[config.mk]
export PLATFORM = sky130hd
export DESIGN_NAME = uart_tx_fifo
export DESIGN_NICKNAME = d
export VERILOG_FILES = /design/src/rtl/uart_pkg.sv /design/src/rtl/uart_tx_fifo_sync_fifo.sv /design/src/rtl/uart_tx_fifo.sv
export SDC_FILE = /design/constraint.sdc
export NUM_CORES = 1
export LEC_CHECK = 0
export CAP_MARGIN = 20
export CELL_PAD_IN_SITES_DETAIL_PLACEMENT = 2
export CELL_PAD_IN_SITES_GLOBAL_PLACEMENT = 2
export CORE_AREA = 2 2 124 126
export CTS_CLUSTER_SIZE = 28
export DETAILED_ROUTE_END_ITERATION = 8
export DIE_AREA = 0 0 126 128
export PLACE_DENSITY_LB_ADDON = 0.1
export SLEW_MARGIN = 40
export SYNTH_ARGS = -nofsm -noshare
export SYNTH_HDL_FRONTEND = slang
export SYNTH_SLANG_ARGS = --single-unit
export TNS_END_PERCENT = 5
[constraint.sdc]
create_clock -name clk -period 4.9 [get_ports clk]
set_input_delay 1.225 -clock clk [delete_from_list [all_inputs] [get_ports clk]]
set_output_delay 1.225 -clock clk [all_outputs]
set_load 0.05 [all_outputs]
[src/rtl/uart_pkg.sv]
// Shared types and helpers for the UART transmit path.
// Optional even-parity framing is enabled with UART_TX_PARITY_EN.
package uart_pkg;

    typedef enum logic [2:0] {
        IDLE,
        START,
        DATA,
        PARITY,
        STOP
    } tx_state_e;

    localparam int unsigned DATA_BITS = 8;

    function automatic int unsigned calc_bit_cycles(input int unsigned clk_hz,
                                                    input int unsigned baud);
        return clk_hz / baud;
    endfunction

endpackage

[src/rtl/uart_tx_fifo_sync_fifo.sv]
// Synchronous FIFO with registered full/empty flags.
// Pointers carry one extra wrap bit so full and empty can be told apart.
module sync_fifo #(
    parameter int unsigned WIDTH = 8,
    parameter int unsigned DEPTH = 16
) (
    input  logic             clk,
    input  logic             reset,
    input  logic             push,
    input  logic [WIDTH-1:0] push_data,
    input  logic             pop,
    output logic [WIDTH-1:0] head,
    output logic             full,
    output logic             empty
);

    localparam int unsigned ADDR_W = $clog2(DEPTH);

    logic [WIDTH-1:0] mem [DEPTH];
    logic [ADDR_W:0]  wr_ptr;
    logic [ADDR_W:0]  rd_ptr;
    logic [ADDR_W:0]  wr_next;
    logic [ADDR_W:0]  rd_next;
    logic             do_push;
    logic             do_pop;

    // A push while full still lands when the same cycle frees the head slot.
    always_comb begin
        do_pop  = pop && !empty;
        do_push = push && (!full || do_pop);
        wr_next = wr_ptr + {{ADDR_W{1'b0}}, do_push};
        rd_next = rd_ptr + {{ADDR_W{1'b0}}, do_pop};
    end

    always_ff @(posedge clk or negedge reset) begin
        if (!reset) begin
            wr_ptr <= '0;
            rd_ptr <= '0;
            full   <= 1'b0;
            empty  <= 1'b1;
        end else begin
            wr_ptr <= wr_next;
            rd_ptr <= rd_next;
            full   <= (wr_next[ADDR_W] != rd_next[ADDR_W]) &&
                      (wr_next[ADDR_W-1:0] == rd_next[ADDR_W-1:0]);
            empty  <= (wr_next == rd_next);
        end
    end

    always_ff @(posedge clk) begin
        if (do_push) begin
            mem[wr_ptr[ADDR_W-1:0]] <= push_data;
        end
    end

    assign head = mem[rd_ptr[ADDR_W-1:0]];

endmodule

[src/rtl/uart_tx_fifo.sv]
// FIFO-fed UART transmitter producing 8N1 frames (8E1 when UART_TX_PARITY_EN is defined).
// All line-side outputs come straight from registers.
module uart_tx_fifo
    import uart_pkg::*;
#(
    parameter int unsigned CLK_FREQ_HZ = 100_000_000,
    parameter int unsigned BAUD_RATE   = 9600,
    parameter int unsigned DEPTH       = 16
) (
    input  logic       clk,
    input  logic       reset,
    input  logic       push,
    input  logic [7:0] push_data,
    output logic       full,
    output logic       empty,
    output logic       tx,
    output logic       tx_busy,
    output logic       tx_done
);

    localparam int unsigned BIT_CYCLES = calc_bit_cycles(CLK_FREQ_HZ, BAUD_RATE);
    localparam int unsigned BAUD_W     = $clog2(BIT_CYCLES);
    localparam logic [BAUD_W-1:0] BAUD_LAST = BAUD_W'(BIT_CYCLES - 1);
    localparam int unsigned IDX_W      = $clog2(DATA_BITS);
    localparam logic [IDX_W-1:0]  IDX_LAST  = IDX_W'(DATA_BITS - 1);

    tx_state_e            state;
    logic [BAUD_W-1:0]    baud;
    logic [IDX_W-1:0]     bit_idx;
    logic [DATA_BITS-1:0] shift;
    logic [DATA_BITS-1:0] head;
    logic                 pop;
    logic                 bit_end;
`ifdef UART_TX_PARITY_EN
    logic                 parity_bit;
`endif

    sync_fifo #(
        .WIDTH(DATA_BITS),
        .DEPTH(DEPTH)
    ) u_fifo (
        .clk      (clk),
        .reset    (reset),
        .push     (push),
        .push_data(push_data),
        .pop      (pop),
        .head     (head),
        .full     (full),
        .empty    (empty)
    );

    assign bit_end = (baud == '0);
    // Popping on the last stop cycle lets the next start bit follow with no idle gap.
    assign pop     = !empty && ((state == IDLE) || (state == STOP && bit_end));

    always_ff @(posedge clk or negedge reset) begin
        if (!reset) begin
            state   <= IDLE;
            baud    <= '0;
            bit_idx <= '0;
            shift   <= '0;
            tx      <= 1'b1;
            tx_busy <= 1'b0;
            tx_done <= 1'b0;
`ifdef UART_TX_PARITY_EN
            parity_bit <= 1'b0;
`endif
        end else begin
            tx_done <= 1'b0;
            if (pop) begin
                state   <= START;
                baud    <= BAUD_LAST;
                shift   <= head;
                tx      <= 1'b0;
                tx_busy <= 1'b1;
`ifdef UART_TX_PARITY_EN
                parity_bit <= ^head;
`endif
            end else begin
                case (state)
                    IDLE: begin
                        tx      <= 1'b1;
                        tx_busy <= 1'b0;
                    end
                    START: begin
                        if (bit_end) begin
                            state   <= DATA;
                            bit_idx <= '0;
                            baud    <= BAUD_LAST;
                            tx      <= shift[0];
                        end else begin
                            baud <= baud - 1'b1;
                        end
                    end
                    DATA: begin
                        if (bit_end) begin
                            baud <= BAUD_LAST;
                            if (bit_idx == IDX_LAST) begin
`ifdef UART_TX_PARITY_EN
                                state <= PARITY;
                                tx    <= parity_bit;
`else
                                state <= STOP;
                                tx    <= 1'b1;
`endif
                            end else begin
                                bit_idx <= bit_idx + 1'b1;
                                shift   <= shift >> 1;
                                tx      <= shift[1];
                            end
                        end else begin
                            baud <= baud - 1'b1;
                        end
                    end
`ifdef UART_TX_PARITY_EN
                    PARITY: begin
                        if (bit_end) begin
                            state <= STOP;
                            baud  <= BAUD_LAST;
                            tx    <= 1'b1;
                        end else begin
                            baud <= baud - 1'b1;
                        end
                    end
`endif
                    STOP: begin
                        if (bit_end) begin
                            state   <= IDLE;
                            tx      <= 1'b1;
                            tx_busy <= 1'b0;
                        end else begin
                            baud    <= baud - 1'b1;
                            tx_done <= (baud == BAUD_W'(1));
                        end
                    end
                    default: begin
                        state   <= IDLE;
                        tx      <= 1'b1;
                        tx_busy <= 1'b0;
                    end
                endcase
            end
        end
    end

endmodule

### Word level (Yosys, flattened, before mapping)

Memory sizes are Yosys's and may differ from the RTL's.
Index checks and enable logic that the tools add are counted.

| word-level totals | value |
|---|---|
| bits in writable memories | 128 |
| memories | 1 |
| bits of input ports | 11 |
| output and inout port bits | 5 |
| register bits after elaboration | 43 |
| word-level logic and storage cells | 89 |

| cells by class | value |
|---|---|
| bitwise gates (word level) | 1 |
| equality and inequality tests | 19 |
| add/sub/neg operators | 4 |
| multiplexer cells | 31 |
| reductions and logical operators | 22 |

Memories:

| memory | words | width | rd ports | clocked after memory_dff | write ports | RTL line | source |
|---|---|---|---|---|---|---|---|
| u_fifo.mem | 16 | 8 | 1 | 0 | 1 | uart_tx_fifo_sync_fifo.sv:19 | `logic [WIDTH-1:0] mem [DEPTH];` |

Operators by type and width:

| operator | number |
|---|---|
| 2-to-1 mux 14 bit | 3 |
| 2-to-1 mux 8 bit | 4 |
| one-hot mux 14 bit (2 select lines) | 1 |
| 2-to-1 mux 3 bit | 7 |
| inequality test 3 x 2 -> 1 bit, second input constant | 5 |
| equality test 14 x 1 -> 1 bit, second input constant | 1 |
| logical NOT 14 bit | 1 |
| subtractor 14 x 1 -> 14 bit, second input constant | 1 |
| 2-to-1 mux 1 bit | 12 |
| one-hot mux 3 bit (4 select lines) | 1 |
| adder 5 x 1 -> 5 bit | 2 |
| AND reduction 5 bit | 2 |
| equality test 3 bit, second input constant | 2 |
| inequality test 2 x 1 -> 1 bit, second input constant | 3 |
| inequality test 2 bit, second input constant | 3 |
| one-hot mux 3 bit (2 select lines) | 1 |
| AND reduction 3 bit | 2 |
| nonzero test 2 bit | 3 |
| equality test 5 bit | 1 |
| logical AND 1 bit | 5 |
| equality test 4 bit | 1 |
| AND reduction 2 bit | 2 |
| adder 3 x 1 -> 3 bit, second input constant | 1 |
| equality test 3 x 1 -> 1 bit, second input constant | 1 |
| 10 further kinds | 12 |

### Logic depth before layout (Yosys ltp)

| logic depth | value |
|---|---|
| depth in word-level cells | 10 |
| mapped depth | 13 |
| depth with buffers taken out | 13 |

### Modules after synthesis

A second synthesis with hierarchy kept.

| second synthesis, totals | value |
|---|---|
| cell total of the unflattened synthesis | 484 |
| area total of the unflattened synthesis | 7303.3 µm² |

Modules (own cells, without submodules):

| module | area an instance (µm²) | instances | cells an instance | sequential area each (µm²) |
|---|---|---|---|---|
| sync_fifo | 5607.9 | 1 | 300 | 4145.2 |
| uart_tx_fifo | 1695.4 | 1 | 184 | 777.0 |

### Worst setup path before layout

No wires, ideal clock.

| path | value |
|---|---|
| kind | flip-flop to flip-flop |
| start | register baud[0] |
| end | register u_fifo.empty |
| setup slack | 1770 ps |
| arrival time | 3061 ps |
| required time | 4831 ps |
| clock period less this slack | 3130 ps |
| buffers on the path | 2 |
| cell stages (with the launch flop) | 14 |
| cell sequence | dfrtp_1 > inv_1 > ha_1 > nor4b_2 > nand4_4 > a21oi_2 > buf_4 > buf_6 > ha_1 > ha_1 > xor2_1 > xor2_1 > or4_1 > nor2b_1 |

| on the way | value |
|---|---|
| elaborated cells between the ends (all ways) | 10 |
| classes of those cells | add/sub (2); eq/ne (1); reduce/logical (7) |

RTL lines:

| element | RTL line | source |
|---|---|---|
| start: declaration | uart_tx_fifo.sv:28 | `logic [BAUD_W-1:0] baud;` |
| start signal: assignment | uart_tx_fifo.sv:92 | `baud <= baud - 1'b1;` |
| start signal: assignment | uart_tx_fifo.sv:112 | `baud <= baud - 1'b1;` |
| start signal: assignment | uart_tx_fifo.sv:132 | `baud <= baud - 1'b1;` |
| logical NOT 14 bit | uart_tx_fifo.sv:52 | `assign bit_end = (baud == '0);` |
| logical AND 1 bit | uart_tx_fifo.sv:54 | `assign pop = !empty && ((state == IDLE) \|\| (state == STOP && bit_end));` |
| logical OR 1 bit | uart_tx_fifo.sv:54 |  |
| logical AND 1 bit | uart_tx_fifo.sv:54 |  |
| logical AND 1 bit | uart_tx_fifo_sync_fifo.sv:29 | `do_pop = pop && !empty;` |
| adder 5 x 1 -> 5 bit | uart_tx_fifo_sync_fifo.sv:32 | `rd_next = rd_ptr + {{ADDR_W{1'b0}}, do_pop};` |
| net u_fifo.rd_next[2] | uart_tx_fifo_sync_fifo.sv:23 | `logic [ADDR_W:0] rd_next;` |
| equality test 5 bit | uart_tx_fifo_sync_fifo.sv:46 | `empty <= (wr_next == rd_next);` |
| end signal: assignment | uart_tx_fifo_sync_fifo.sv:46 |  |
| end: declaration | uart_tx_fifo_sync_fifo.sv:14 | `output logic empty` |

The timed path passes the listed nets, and every way through them passes these cells.
A chain may end at the register's enable or synchronous reset.

### Worst setup path after layout

| path | value |
|---|---|
| start | register baud[9] |
| end | register u_fifo.empty |

| on the way | value |
|---|---|
| longest elaborated chain between the ends | 9 |
| elaborated cells between the ends (all ways) | 10 |
| classes of those cells | add/sub (2); eq/ne (1); reduce/logical (7) |

RTL lines:

| element | RTL line | source |
|---|---|---|
| logical NOT 14 bit | uart_tx_fifo.sv:52 |  |
| logical AND 1 bit | uart_tx_fifo.sv:54 |  |
| logical OR 1 bit | uart_tx_fifo.sv:54 |  |
| logical AND 1 bit | uart_tx_fifo.sv:54 |  |
| logical AND 1 bit | uart_tx_fifo_sync_fifo.sv:29 |  |
| logical OR 1 bit | uart_tx_fifo_sync_fifo.sv:30 | `do_push = push && (!full \|\| do_pop);` |
| logical AND 1 bit | uart_tx_fifo_sync_fifo.sv:30 |  |
| adder 5 x 1 -> 5 bit | uart_tx_fifo_sync_fifo.sv:31 | `wr_next = wr_ptr + {{ADDR_W{1'b0}}, do_push};` |
| net u_fifo.wr_next[2] | uart_tx_fifo_sync_fifo.sv:22 | `logic [ADDR_W:0] wr_next;` |
| equality test 5 bit | uart_tx_fifo_sync_fifo.sv:46 |  |

The timed path passes the listed nets, and every way through them passes these cells.

==> summary.md <==
| Metric | Value |
|---|---|
| Congestion Overflow GR | `0` |
| # setup viols final | `0` |
| Iter 0 DRT Violations | `285` |
| Worst-path clk slew | `~70 ps` |
| Crit path time final | `between 3000 and 4000 ps` |
| Post-detail-place hpwl | `between 10 and 15 mm` |
| FP Rows | `between 40 and 50` |
| Mapped Nets | `between 400 and 500` |
| CP endpoint kind | `flop` |
| Clk Tree Root Cell | `clkbuf_16` |
| Initial cell density of the core | `0.486` |
| Largest net degree at the start of global routing | `44` |
| Worst Hold End | `bit_idx[1]` |
| Sequential cell area | `approximately 4900 um^2` |
| Run status | `finished clean` |
| Top Family by Delay on Critical Path | `simple AND/OR/NAND/NOR gates` |
| Hold Vio Cnt, Final | `0` |
| Syn. warnings | `0` |
| Hold path start | `bit_idx[1]` |
| FF-to-FF Start | `baud[9]` |
| Pleak | `about 2.8 nW` |
| P per Cell Area | `approximately 420 nW/um^2` |
| # port buffers | `15` |
| RR Endpoint | `u_fifo.empty` |
| Final GP Congestion | `0.786` |
| Worst Path Required | `between 5000 and 6000 ps` |
| Drt total wl | `18.6 mm` |
| Avg Cell Area, Syn | `~16 um^2` |
| First-pass GRT wire length | `~29 mm` |
| 1st-pass router iterations | `6` |
| Most frequent cells in the layout | `edfxtp_1 (128), dfrtp_1 (40), nand2_1 (32), mux4_2 (32), nor2_1 (22)` |
| Async set-reset flop share out of synthesis | `0.251` |
| Final Cycle Share | `0.755` |
| Clk buf depth | `2` |
| # resized after CTS | `0` |
| Area growth syn-to-layout | `13.6%` |
| DR WL/cell | `27.3 um` |
| Initial antenna violation count | `0` |
| Total Routing Usage GR | `0.250` |
| R2R depth | `11` |
| CTS Hold Bufs | `0` |
| Clock sink count | `approximately 170` |
| Post-route cell area | `around 8200 um^2` |
| Arrival time worst endpoint | `~4100 ps` |
| Post-synthesis sequential area ratio | `0.681` |
| H-tree Lvls | `4` |
| Synth unique cells | `54` |
| Actual slew at the worst max-slew pin | `approximately 830 ps` |
| Final worst slack | `1200 ps` |
| Buf+Inv Stages, Crit Path | `0` |
| Setup TNS | `0 ps` |
| Die ar. | `about 16000 um^2` |
| Clk Latency, worst-skew pair | `approximately 440 ps` |
| Most common cell after layout, fill and taps aside | `edfxtp_1` |
| Synthesized flop and latch total | `171` |
| Critical path class | `reg -> reg` |
| Multi-input logic area | `about 2200 um^2` |
| Max_slew headroom | `0.441` |
| Max_cap viols | `0` |
| Fin nets | `~500` |
| Slew Limit Fails | `0` |
| # DRC | `0` |
| I/O pins | `16` |
| Maximum vdd drop | `~0.34 mV` |
| CTS Buf Count | `17` |
| Die width | `roughly 130 um` |
| RSZ-0062 raised after global routing | `no` |
| R2r setup slk | `around 1200 ps` |
| Postcts setup bufs | `0` |
| Core area | `14900 um^2` |
| Die Y | `128 um` |
| Hold Path Depth | `2` |
| Final setup skew | `11.8 ps` |
| TritonCTS clock tree | `yes` |
| Critical-path cell list | `nor3_1 -> nand4_4 -> a21oi_2 -> nor2_1 -> nor2b_1 -> ha_1 -> ha_1 -> xor2_1 -> xor2_1 -> or4_1 -> nor2b_1` |
| Stages on the worst setup path | `11` |
| Peak Freq | `between 200 and 300 MHz` |
| Post-synthesis cell count | `between 400 and 500` |
| Slowest stage cell, crit path | `nor3_1` |
| Number of synthesized flops with an enable pin | `approximately 130` |
| Layout cells sized above 1 | `0.199` |
| Top FF cell, synth | `edfxtp_1` |
| CP Max Fanout | `10` |
| Max stage delay on crit path | `just over 700 ps` |
| Number of global-route vias before repair | `4635` |
| Hold Crit Class | `reg -> reg` |
| Diode count | `0` |
| Crit start category | `flop` |
| DP Area | `roughly 7600 um^2` |
| Via count | `4106` |
| Fillers | `1314` |
| Final ANT Viol Nets | `0` |
| Pre-CTS setup slack | `~1300 ps` |
| Cell Area, Synth | `a little over 7000 um^2` |
| Vias/cell | `a little over 6` |
## power breakdown
group	internal [mW]	switching, mW
Sequential	1.70	0.0872
Clock	0.726	0.625
Combinational	0.109	0.221
## synthesized netlist by cell type (all sizes together), types with 2 or more instances
cell	n	share of area
a21o	4	0.0042
and2	2	0.0017
dfrtp	41	0.14
edfxtp	128	0.53
ha	9	0.016
mux2	3	0.0047
mux2i	7	0.0097
o21ai	25	0.021
and4	4	0.0048
or3	4	0.0035
inv	10	0.0052
nor3b	2	0.0021
nand4	2	0.0038
and3	3	0.0026
nor2	25	0.013
nand3	12	0.0083
a31oi	3	0.0026
mux4	32	0.10
nand2b	5	0.0043
a21oi	9	0.0067
nor2b	7	0.0061
xor2	9	0.011
nor3	18	0.014
dfstp	2	0.0073
a22oi	16	0.017
clkbuf	12	0.0064
buf	8	0.0064
nor4	2	0.0038
nand2	32	0.017
xnor2	4	0.0048
a211o	2	0.0024
## how the worst max path moves through the flow
stage                     startpoint           end
after detailed placement     baud[0]   u_fifo.full
final                        baud[9]  u_fifo.empty
after global placement       baud[0]  u_fifo.empty
after global routing         baud[9]  u_fifo.empty
after CTS                    baud[9]  u_fifo.empty
after floorplan              baud[0]  u_fifo.empty
## cell families (layout without fill, tap and decap cells)
family / Yosys count / count (layout) / synth area share
fa+ha+maj: 9 / 9 / 0.0156
flops: 171 / 171 / 0.681
compound gates: 68 / 68 / 0.0644
buf+inv: 30 / 66 / 0.0180
simple gates: 123 / 123 / 0.0915
mux: 42 / 42 / 0.114
xor+xnor: 13 / 13 / 0.0157
## layout make-up
type	instances	share of cell area
Clock buffer	17	0.0518
Multi-Input combinational cell	255	0.268
Tap cell	188	0.0286
Sequential cell	171	0.600
Clock inverter	15	0.0213
Timing Repair Buffer	24	0.0262
Inverter	10	0.00457
## tightest hold or removal path: cells and delay by family, from the launching register on
family           cells  cell delay, ps
AND/OR/NAND/NOR      1              50
flip-flops           1             350
AO/OA/AOI/OAI        1              60
## per-stage QoR
| step | power [mW] | std cells | hold slack, ps | utilization |
|---|---|---|---|---|
| 4_1_cts | 3.49 | 680 | 514 | 0.552 |
| 3_3_place_gp | 2.09 | 648 | 468 | 0.511 |
| 5_1_grt | 3.59 | 680 | 548 | 0.553 |
| 3_5_place_dp | 2.13 | 648 | 497 | 0.512 |
| 6_report | 3.47 | 680 | 507 | 0.553 |
| 2_1_floorplan | 1.97 | 456 | 454 | - |
## layer usage
metal / wire length, um / up-vias / global-route usage
met5: 0 / - / 0
met4: 384 / 0 / 0.0821
met3: 534 / 26 / 0.0584
met2: 9840 / 84 / 0.434
met1: 7800 / 2176 / 0.314
li1: - / 1820 / -
## sequential cells by signal, summed over array words and instances (netlist names)
register and flops:
state 3, bit_idx 3, u_fifo.empty 1, u_fifo.full 1, baud 14, tx_done 1
tx 1, tx_busy 1, u_fifo.rd_ptr 5, shift 8, u_fifo.wr_ptr 5, u_fifo.mem 128
No activity file was read; power rests on OpenSTA's default activity.
